[config.mk]
export PLATFORM = sky130hd
export DESIGN_NAME = instr_fetch_flat
export DESIGN_NICKNAME = d
export VERILOG_FILES = /design/src/rtl/rv_pkg.sv /design/src/rtl/instr_fetch_if.sv /design/src/rtl/fetch_fifo.sv /design/src/rtl/instr_fetch.sv /design/src/flat_wrapper.sv
export SDC_FILE = /design/constraint.sdc
export NUM_CORES = 1
export LEC_CHECK = 0
export ABC_AREA = 1
export CAP_MARGIN = 20
export CELL_PAD_IN_SITES_DETAIL_PLACEMENT = 2
export CELL_PAD_IN_SITES_GLOBAL_PLACEMENT = 2
export CORE_MARGIN = 5
export CORE_UTILIZATION = 39
export CTS_CLUSTER_DIAMETER = 40
export DETAILED_ROUTE_END_ITERATION = 10
export PLACE_DENSITY = 0.95
export SYNTH_ARGS = -nofsm -noshare
export SYNTH_HDL_FRONTEND = slang
export SYNTH_SLANG_ARGS = --single-unit
[constraint.sdc]
create_clock -name clk -period 6.2 [get_ports clk]
set_clock_uncertainty 0.1 [all_clocks]
set_input_delay 0.93 -clock clk [delete_from_list [all_inputs] [get_ports clk]]
set_output_delay 0.93 -clock clk [all_outputs]
set_load 0.05 [all_outputs]
[src/rtl/rv_pkg.sv]
// Shared core types and constants for the fetch stage and its buffer.
// Latency: none (declarations only).
// Backpressure: not applicable.
package rv_pkg;

    localparam int              XLEN        = 32;
    localparam logic [XLEN-1:0] RV_NOP      = 32'h0000_0013;
    localparam logic [XLEN-1:0] RV_RESET_PC = 32'h0000_0000;

    typedef struct packed {
        logic [31:0] instr;
        logic [31:0] pc;
    } fetch_entry_t;

    function automatic logic [XLEN-1:0] word_align(input logic [XLEN-1:0] addr);
        return addr & ~XLEN'(3);
    endfunction

endpackage

[src/rtl/instr_fetch_if.sv]
// Fetch-stage bus bundle: imem request/response, execute redirect, decode handoff.
// Latency: wires only.
// Backpressure: imem via gnt, decode via id_ready; redirect cannot be stalled.
interface instr_fetch_if;
    import rv_pkg::*;

    logic            imem_req;
    logic [XLEN-1:0] imem_addr;
    logic            imem_gnt;
    logic            imem_rvalid;
    logic [XLEN-1:0] imem_rdata;
    logic            redirect_valid;
    logic [XLEN-1:0] redirect_pc;
    logic            id_valid;
    logic            id_ready;
    logic [XLEN-1:0] id_instr;
    logic [XLEN-1:0] id_pc;

    modport master (
        output imem_req, imem_addr, id_valid, id_instr, id_pc,
        input  imem_gnt, imem_rvalid, imem_rdata, redirect_valid, redirect_pc, id_ready
    );

    modport slave (
        input  imem_req, imem_addr, id_valid, id_instr, id_pc,
        output imem_gnt, imem_rvalid, imem_rdata, redirect_valid, redirect_pc, id_ready
    );

endinterface

[src/rtl/fetch_fifo.sv]
// Synchronous FIFO of fetched {instr, pc} entries; flush beats push.
// Latency: a push is visible at the head one cycle later (no bypass).
// Backpressure: exposes full/count; the producer must never push while full.
module fetch_fifo
    import rv_pkg::*;
#(
    parameter  int DEPTH = 4,
    localparam int PTR_W = $clog2(DEPTH),
    localparam int CNT_W = $clog2(DEPTH + 1)
) (
    input  logic               clk,
    input  logic               rst_n,
    input  logic               push,
    input  fetch_entry_t       push_dat,
    input  logic               pop,
    input  logic               flush,
    output fetch_entry_t       pop_dat,
    output logic               full,
    output logic               empty,
    output logic [CNT_W-1:0]   count
);

    fetch_entry_t       mem_q [DEPTH];
    fetch_entry_t       mem_d [DEPTH];
    logic [PTR_W-1:0]   wr_ptr_q, wr_ptr_d;
    logic [PTR_W-1:0]   rd_ptr_q, rd_ptr_d;
    logic [CNT_W-1:0]   count_q, count_d;
    logic               push_en, pop_en;

    assign empty   = (count_q == '0);
    assign full    = (count_q == CNT_W'(DEPTH));
    assign count   = count_q;
    assign pop_dat = mem_q[rd_ptr_q];
    assign push_en = push && !flush;
    assign pop_en  = pop && !empty;

    always_comb begin
        mem_d    = mem_q;
        wr_ptr_d = wr_ptr_q;
        rd_ptr_d = rd_ptr_q;
        count_d  = count_q;
        if (flush) begin
            wr_ptr_d = '0;
            rd_ptr_d = '0;
            count_d  = '0;
        end else begin
            if (push_en) begin
                mem_d[wr_ptr_q] = push_dat;
                wr_ptr_d        = wr_ptr_q + PTR_W'(1);
            end
            if (pop_en) begin
                rd_ptr_d = rd_ptr_q + PTR_W'(1);
            end
            count_d = count_q + CNT_W'(push_en) - CNT_W'(pop_en);
        end
    end

    always_ff @(posedge clk or negedge rst_n) begin
        if (!rst_n) begin
            wr_ptr_q <= '0;
            rd_ptr_q <= '0;
            count_q  <= '0;
        end else begin
            wr_ptr_q <= wr_ptr_d;
            rd_ptr_q <= rd_ptr_d;
            count_q  <= count_d;
        end
    end

    // Storage needs no reset: nothing reads a slot before it is written.
    always_ff @(posedge clk) begin
        mem_q <= mem_d;
    end

    a_no_overflow: assert property (@(posedge clk) disable iff (!rst_n) !(push && full && !flush));

endmodule

[src/rtl/instr_fetch.sv]
// Fetch stage: owns the PC, issues word fetches on credit, buffers returns for decode.
// Latency: grant in N, rvalid in N+1 -> id_valid in N+2; redirect in R -> new request in R+1.
// Backpressure: fetches stop once outstanding + buffered reach DEPTH; output held while !id_ready.
module instr_fetch
    import rv_pkg::*;
#(
    parameter logic [XLEN-1:0] RESET_PC = RV_RESET_PC,
    parameter int              DEPTH    = 4
) (
    input  logic            clk,
    input  logic            rst_n,
    instr_fetch_if.master   bus
);

    localparam int             CNT_W   = $clog2(DEPTH + 1);
    localparam logic [CNT_W:0] CREDITS = (CNT_W + 1)'(DEPTH);

    logic [XLEN-1:0]  pc_q, pc_d;
    logic [XLEN-1:0]  rpc_q, rpc_d;
    logic [CNT_W-1:0] outstanding_q, outstanding_d;
    logic [CNT_W-1:0] drop_q, drop_d;
    logic             run_q, run_d;

    logic             req, fire, push, pop;
    logic [CNT_W:0]   in_use;
    logic [CNT_W-1:0] fifo_count;
    logic             fifo_full, fifo_empty;
    fetch_entry_t     push_dat, head;

    assign in_use   = {1'b0, outstanding_q} + {1'b0, fifo_count};
    assign req      = run_q && !bus.redirect_valid && !fifo_full && (in_use < CREDITS);
    assign fire     = req && bus.imem_gnt;
    assign push     = bus.imem_rvalid && (drop_q == '0) && !bus.redirect_valid;
    assign pop      = !fifo_empty && bus.id_ready;
    // rpc_q tracks the address of the next non-discarded return; requests are sequential between redirects.
    assign push_dat = {bus.imem_rdata, rpc_q};

    always_comb begin
        pc_d          = pc_q;
        rpc_d         = rpc_q;
        drop_d        = drop_q;
        run_d         = 1'b1;
        outstanding_d = outstanding_q + CNT_W'(fire) - CNT_W'(bus.imem_rvalid);
        if (bus.redirect_valid) begin
            pc_d   = word_align(bus.redirect_pc);
            rpc_d  = pc_d;
            drop_d = outstanding_d;
        end else begin
            if (fire) begin
                pc_d = pc_q + XLEN'(4);
            end
            if (push) begin
                rpc_d = rpc_q + XLEN'(4);
            end
            if (bus.imem_rvalid && (drop_q != '0)) begin
                drop_d = drop_q - CNT_W'(1);
            end
        end
    end

    always_ff @(posedge clk or negedge rst_n) begin
        if (!rst_n) begin
            pc_q          <= RESET_PC;
            rpc_q         <= RESET_PC;
            outstanding_q <= '0;
            drop_q        <= '0;
            run_q         <= 1'b0;
        end else begin
            pc_q          <= pc_d;
            rpc_q         <= rpc_d;
            outstanding_q <= outstanding_d;
            drop_q        <= drop_d;
            run_q         <= run_d;
        end
    end

    fetch_fifo #(.DEPTH(DEPTH)) u_fifo (
        .clk      (clk),
        .rst_n    (rst_n),
        .push     (push),
        .push_dat (push_dat),
        .pop      (pop),
        .flush    (bus.redirect_valid),
        .pop_dat  (head),
        .full     (fifo_full),
        .empty    (fifo_empty),
        .count    (fifo_count)
    );

    assign bus.imem_req  = req;
    assign bus.imem_addr = pc_q;
    assign bus.id_valid  = !fifo_empty;
    assign bus.id_instr  = fifo_empty ? RV_NOP : head.instr;
    assign bus.id_pc     = fifo_empty ? '0 : head.pc;

endmodule

[src/flat_wrapper.sv]
// flat-port wrapper written by rule: the top's interface ports become plain ports
module instr_fetch_flat import rv_pkg::*;
#(
    parameter logic [XLEN-1:0] RESET_PC = RV_RESET_PC,
    parameter int              DEPTH    = 4
)
  (clk, rst_n, bus_imem_req, bus_imem_addr, bus_id_valid, bus_id_instr, bus_id_pc, bus_imem_gnt, bus_imem_rvalid, bus_imem_rdata, bus_redirect_valid, bus_redirect_pc, bus_id_ready);
  instr_fetch_if bus_i ();
  input  logic clk;
  input  logic rst_n;
  output wire logic [$bits(bus_i.imem_req)-1:0] bus_imem_req;
  output wire logic [$bits(bus_i.imem_addr)-1:0] bus_imem_addr;
  output wire logic [$bits(bus_i.id_valid)-1:0] bus_id_valid;
  output wire logic [$bits(bus_i.id_instr)-1:0] bus_id_instr;
  output wire logic [$bits(bus_i.id_pc)-1:0] bus_id_pc;
  input wire logic [$bits(bus_i.imem_gnt)-1:0] bus_imem_gnt;
  input wire logic [$bits(bus_i.imem_rvalid)-1:0] bus_imem_rvalid;
  input wire logic [$bits(bus_i.imem_rdata)-1:0] bus_imem_rdata;
  input wire logic [$bits(bus_i.redirect_valid)-1:0] bus_redirect_valid;
  input wire logic [$bits(bus_i.redirect_pc)-1:0] bus_redirect_pc;
  input wire logic [$bits(bus_i.id_ready)-1:0] bus_id_ready;
  assign bus_imem_req = bus_i.imem_req;
  assign bus_imem_addr = bus_i.imem_addr;
  assign bus_id_valid = bus_i.id_valid;
  assign bus_id_instr = bus_i.id_instr;
  assign bus_id_pc = bus_i.id_pc;
  assign bus_i.imem_gnt = bus_imem_gnt;
  assign bus_i.imem_rvalid = bus_imem_rvalid;
  assign bus_i.imem_rdata = bus_imem_rdata;
  assign bus_i.redirect_valid = bus_redirect_valid;
  assign bus_i.redirect_pc = bus_redirect_pc;
  assign bus_i.id_ready = bus_id_ready;
  instr_fetch #(.RESET_PC(RESET_PC), .DEPTH(DEPTH)) u_core (.clk(clk), .rst_n(rst_n), .bus(bus_i));
endmodule
==> results.yml <==
worst_setup_path:
  cp-end-kind: "primary output"
  crit_fanout: 96
  path_common_cell: "nor2_1"
  path_cells: "buf_4 > nor2_1 > nor2_1 > o21ai_0 > a21oi_1 > clkdlybuf4s50_1"
  max_stage_delay_ns: 0.89
  cp.arrival_ns: 3.92
  cp-start-kind: "flip-flop"
  cpMaxStageDelayCell: "buf_4"
  required_ns: 5.17
  crit_type: "flip-flop to primary output"
cts:
  cts.repair.resized: 0
  cts_setup_buffers: 0
  cts_hold_buf: 0
  clk_pin_slew_ns: 0.05
  cts_sinks: 322
  cts_max_level: 2
  cts_tree: "done"
  cts_buffers: 52
  cts.path.max_buffers: 3
  root_buffer: "clkbuf_16"
  clk_latency_ns: 0.59
min_path:
  hold_path.class: "input port to asynchronous set/reset pin"
power:
  power.density_nw_per_um2: 473
  ir_drop_mv: 0.208
  leakagePower_nw: 6.92
placement:
  place_congestion: 0.843
  dpl_worst_slack_ns: 1.66
  hpwl_mm: 34.1
  dp_cells: 2044
  port_buffers: 161
drt:
  ant_nets: 0
  drt-total-wl_mm: 56.7
  viasPerCell: 5.57
  dr_total_vias: 11900
  drc: 0
  avgRoutedWirePerCell_microns: 26.4
  first_pass_iters: 8
  drt_iter0_markers: 755
cells_and_area:
  n_fill_cell: 3708
  final_cell_mix: "nor2_1 (325), nand2_1 (255), edfxtp_1 (248), clkdlybuf4s50_1 (160), o21ai_0 (149)"
  fin_cells: 2144
  final_common_cell: "nor2_1"
  ff_latch_area_sq_um: 9300
  layout-drive-gt1-share: 0.0847
  multi_input_area_sq_um: 4640
  antenna_cells: 0
  finalNetCount: 1718
  syn_to_final_growth_pct: 26.4
logic_synthesis:
  ys_types: 42
  yosysTopAreaCell: "edfxtp_1"
  ys_ff_latch: 322
  ys_seq_area_frac: 0.639
  avgSynthCellArea_sq_um: 9.97
  yosys-top-cells-area: "edfxtp_1 (51%), dfrtp_1 (13%), nor2_1 (8.5%)"
  synth_area_sq_um: 14600
  postSynthCellCount: 1460
  netlist.area_leader.share: 0.512
  yosysWarnings: 0
die:
  fp.dieH_microns: 203
  placementRows: 70
  core_sq_um: 36700
  fp.dieW_microns: 203
  initial_core_util: 0.397
  dieArea_sq_um: 41300
  num_io_pins: 168
sta:
  fmax_ghz: 0.202
  max_slew_margin: 0.261
  fin_ws_ns: 1.25
  setup_viol: 0
  rsz0062_at_grt: "false"
  hold_violations: 0
  slew_violations: 0
  period_share: 0.798
  period_needed_ns: 4.95
  fin_setup_tns_ns: 0
  worst-slew-pin-transition_ns: 1.11
grt:
  grt_usage: 0.271
  grt_max_degree: 97
  grt_pass1_vias: 13700
  gr-total-overflow: 0
  grt_pass1_wl_mm: 85.8
  antenna_found_initial: 2
run:
  max_cap_violations: 0
run_status:
  outcome: "completed"
[critical path, delay by kind of cell (launching register included)]
family	cells	cell delay, ns
buffers and inverters	2	1.76
flip-flops	1	0.67
AO/OA/AOI/OAI	2	0.50
AND/OR/NAND/NOR	2	0.32
[flip-flops by register name, summed over array words and instances, names as in the netlist]
signal	count
u_core.u_fifo.rd_ptr_q	2
u_core.bus.imem_addr	30
u_core.u_fifo.mem_q	248
u_core.run_q	1
u_core.u_fifo.count	3
u_core.drop_q	3
u_core.u_fifo.wr_ptr_q	2
u_core.outstanding_q	3
u_core.rpc_q	30
[final timing paths]
kind,endpoint,startpoint,cells after the start,slack (ns)
setup / recovery,bus_id_pc[19],u_core.u_fifo.rd_ptr_q[0],6,1.25
hold / removal,u_core.bus.imem_addr[22],rst_n,1,0.15
setup reg to reg,u_core.u_fifo.mem_q[44],u_core.drop_q[0],7,2.49
hold reg to reg,u_core.drop_q[1],u_core.drop_q[1],2,0.46
max in group asynchronous,u_core.u_fifo.rd_ptr_q[0],rst_n,2,4.72
min in group clk,u_core.drop_q[1],u_core.drop_q[1],2,0.46
[cells in the mapped netlist, drive strengths merged]
cell and n:
o211ai 10, o311ai 3, nor3 12, nand2 260, nor2 341, or2 2, a31oi 3, nand4 6
xnor2 6, clkbuf 26, a21o 1, xor2 27, nand3 60, fa 2, clkinv 1, edfxtp 248
nor4 1, o221ai 2, and2 1, ha 14, nand3b 3, o21bai 1, dfrtp 74, a21oi 74
conb 2, o21ai 151, buf 39, inv 90
[routing by layer]
layer  track usage  up-vias  routed length, microns
li1              -     5269                       -
met1         0.324     6183                   22500
met2         0.496      367                   29700
met3        0.0474      115                    2680
met4        0.0930        4                    1740
met5             0        -                      21
[power by group]
group	switching, mW	internal, mW	total (mW)
clock	1.19	1.76	2.95
combinational	2.16	0.845	3.00
sequential	0.242	2.51	2.76
[cell families after synthesis]
| logic type | Yosys count | share of synthesized area |
|---|---|---|
| flops | 322 | 0.639 |
| fa+ha+maj | 16 | 0.0148 |
| xor+xnor | 33 | 0.0199 |
| other cells | 2 | 0.000516 |
| compound gates | 245 | 0.0878 |
| simple gates | 686 | 0.193 |
| buf+inv | 156 | 0.0454 |
[metrics by stage]
| step | util | cell area (sq um) | hold slack (ns) | power (mW) |
|---|---|---|---|---|
| after floorplan | - | 14600 | 0.353 | 4.58 |
| after global placement | 0.453 | 16600 | 0.372 | 5.53 |
| after detailed placement | 0.453 | 16600 | 0.441 | 5.69 |
| after CTS | 0.500 | 18400 | 0.153 | 8.74 |
| after global routing | 0.501 | 18400 | 0.175 | 9.03 |
| final | 0.501 | 18400 | 0.153 | 8.70 |
[layout make-up]
class | count | share of cell area
Clock buffer | 59 | 0.0750
Clock inverter | 39 | 0.0197
Inverter | 91 | 0.0188
Multi-Input combinational cell | 985 | 0.252
Sequential cell | 322 | 0.506
Tap cell | 468 | 0.0318
Timing Repair Buffer | 180 | 0.0970
No activity file was read; power rests on OpenSTA's default activity.
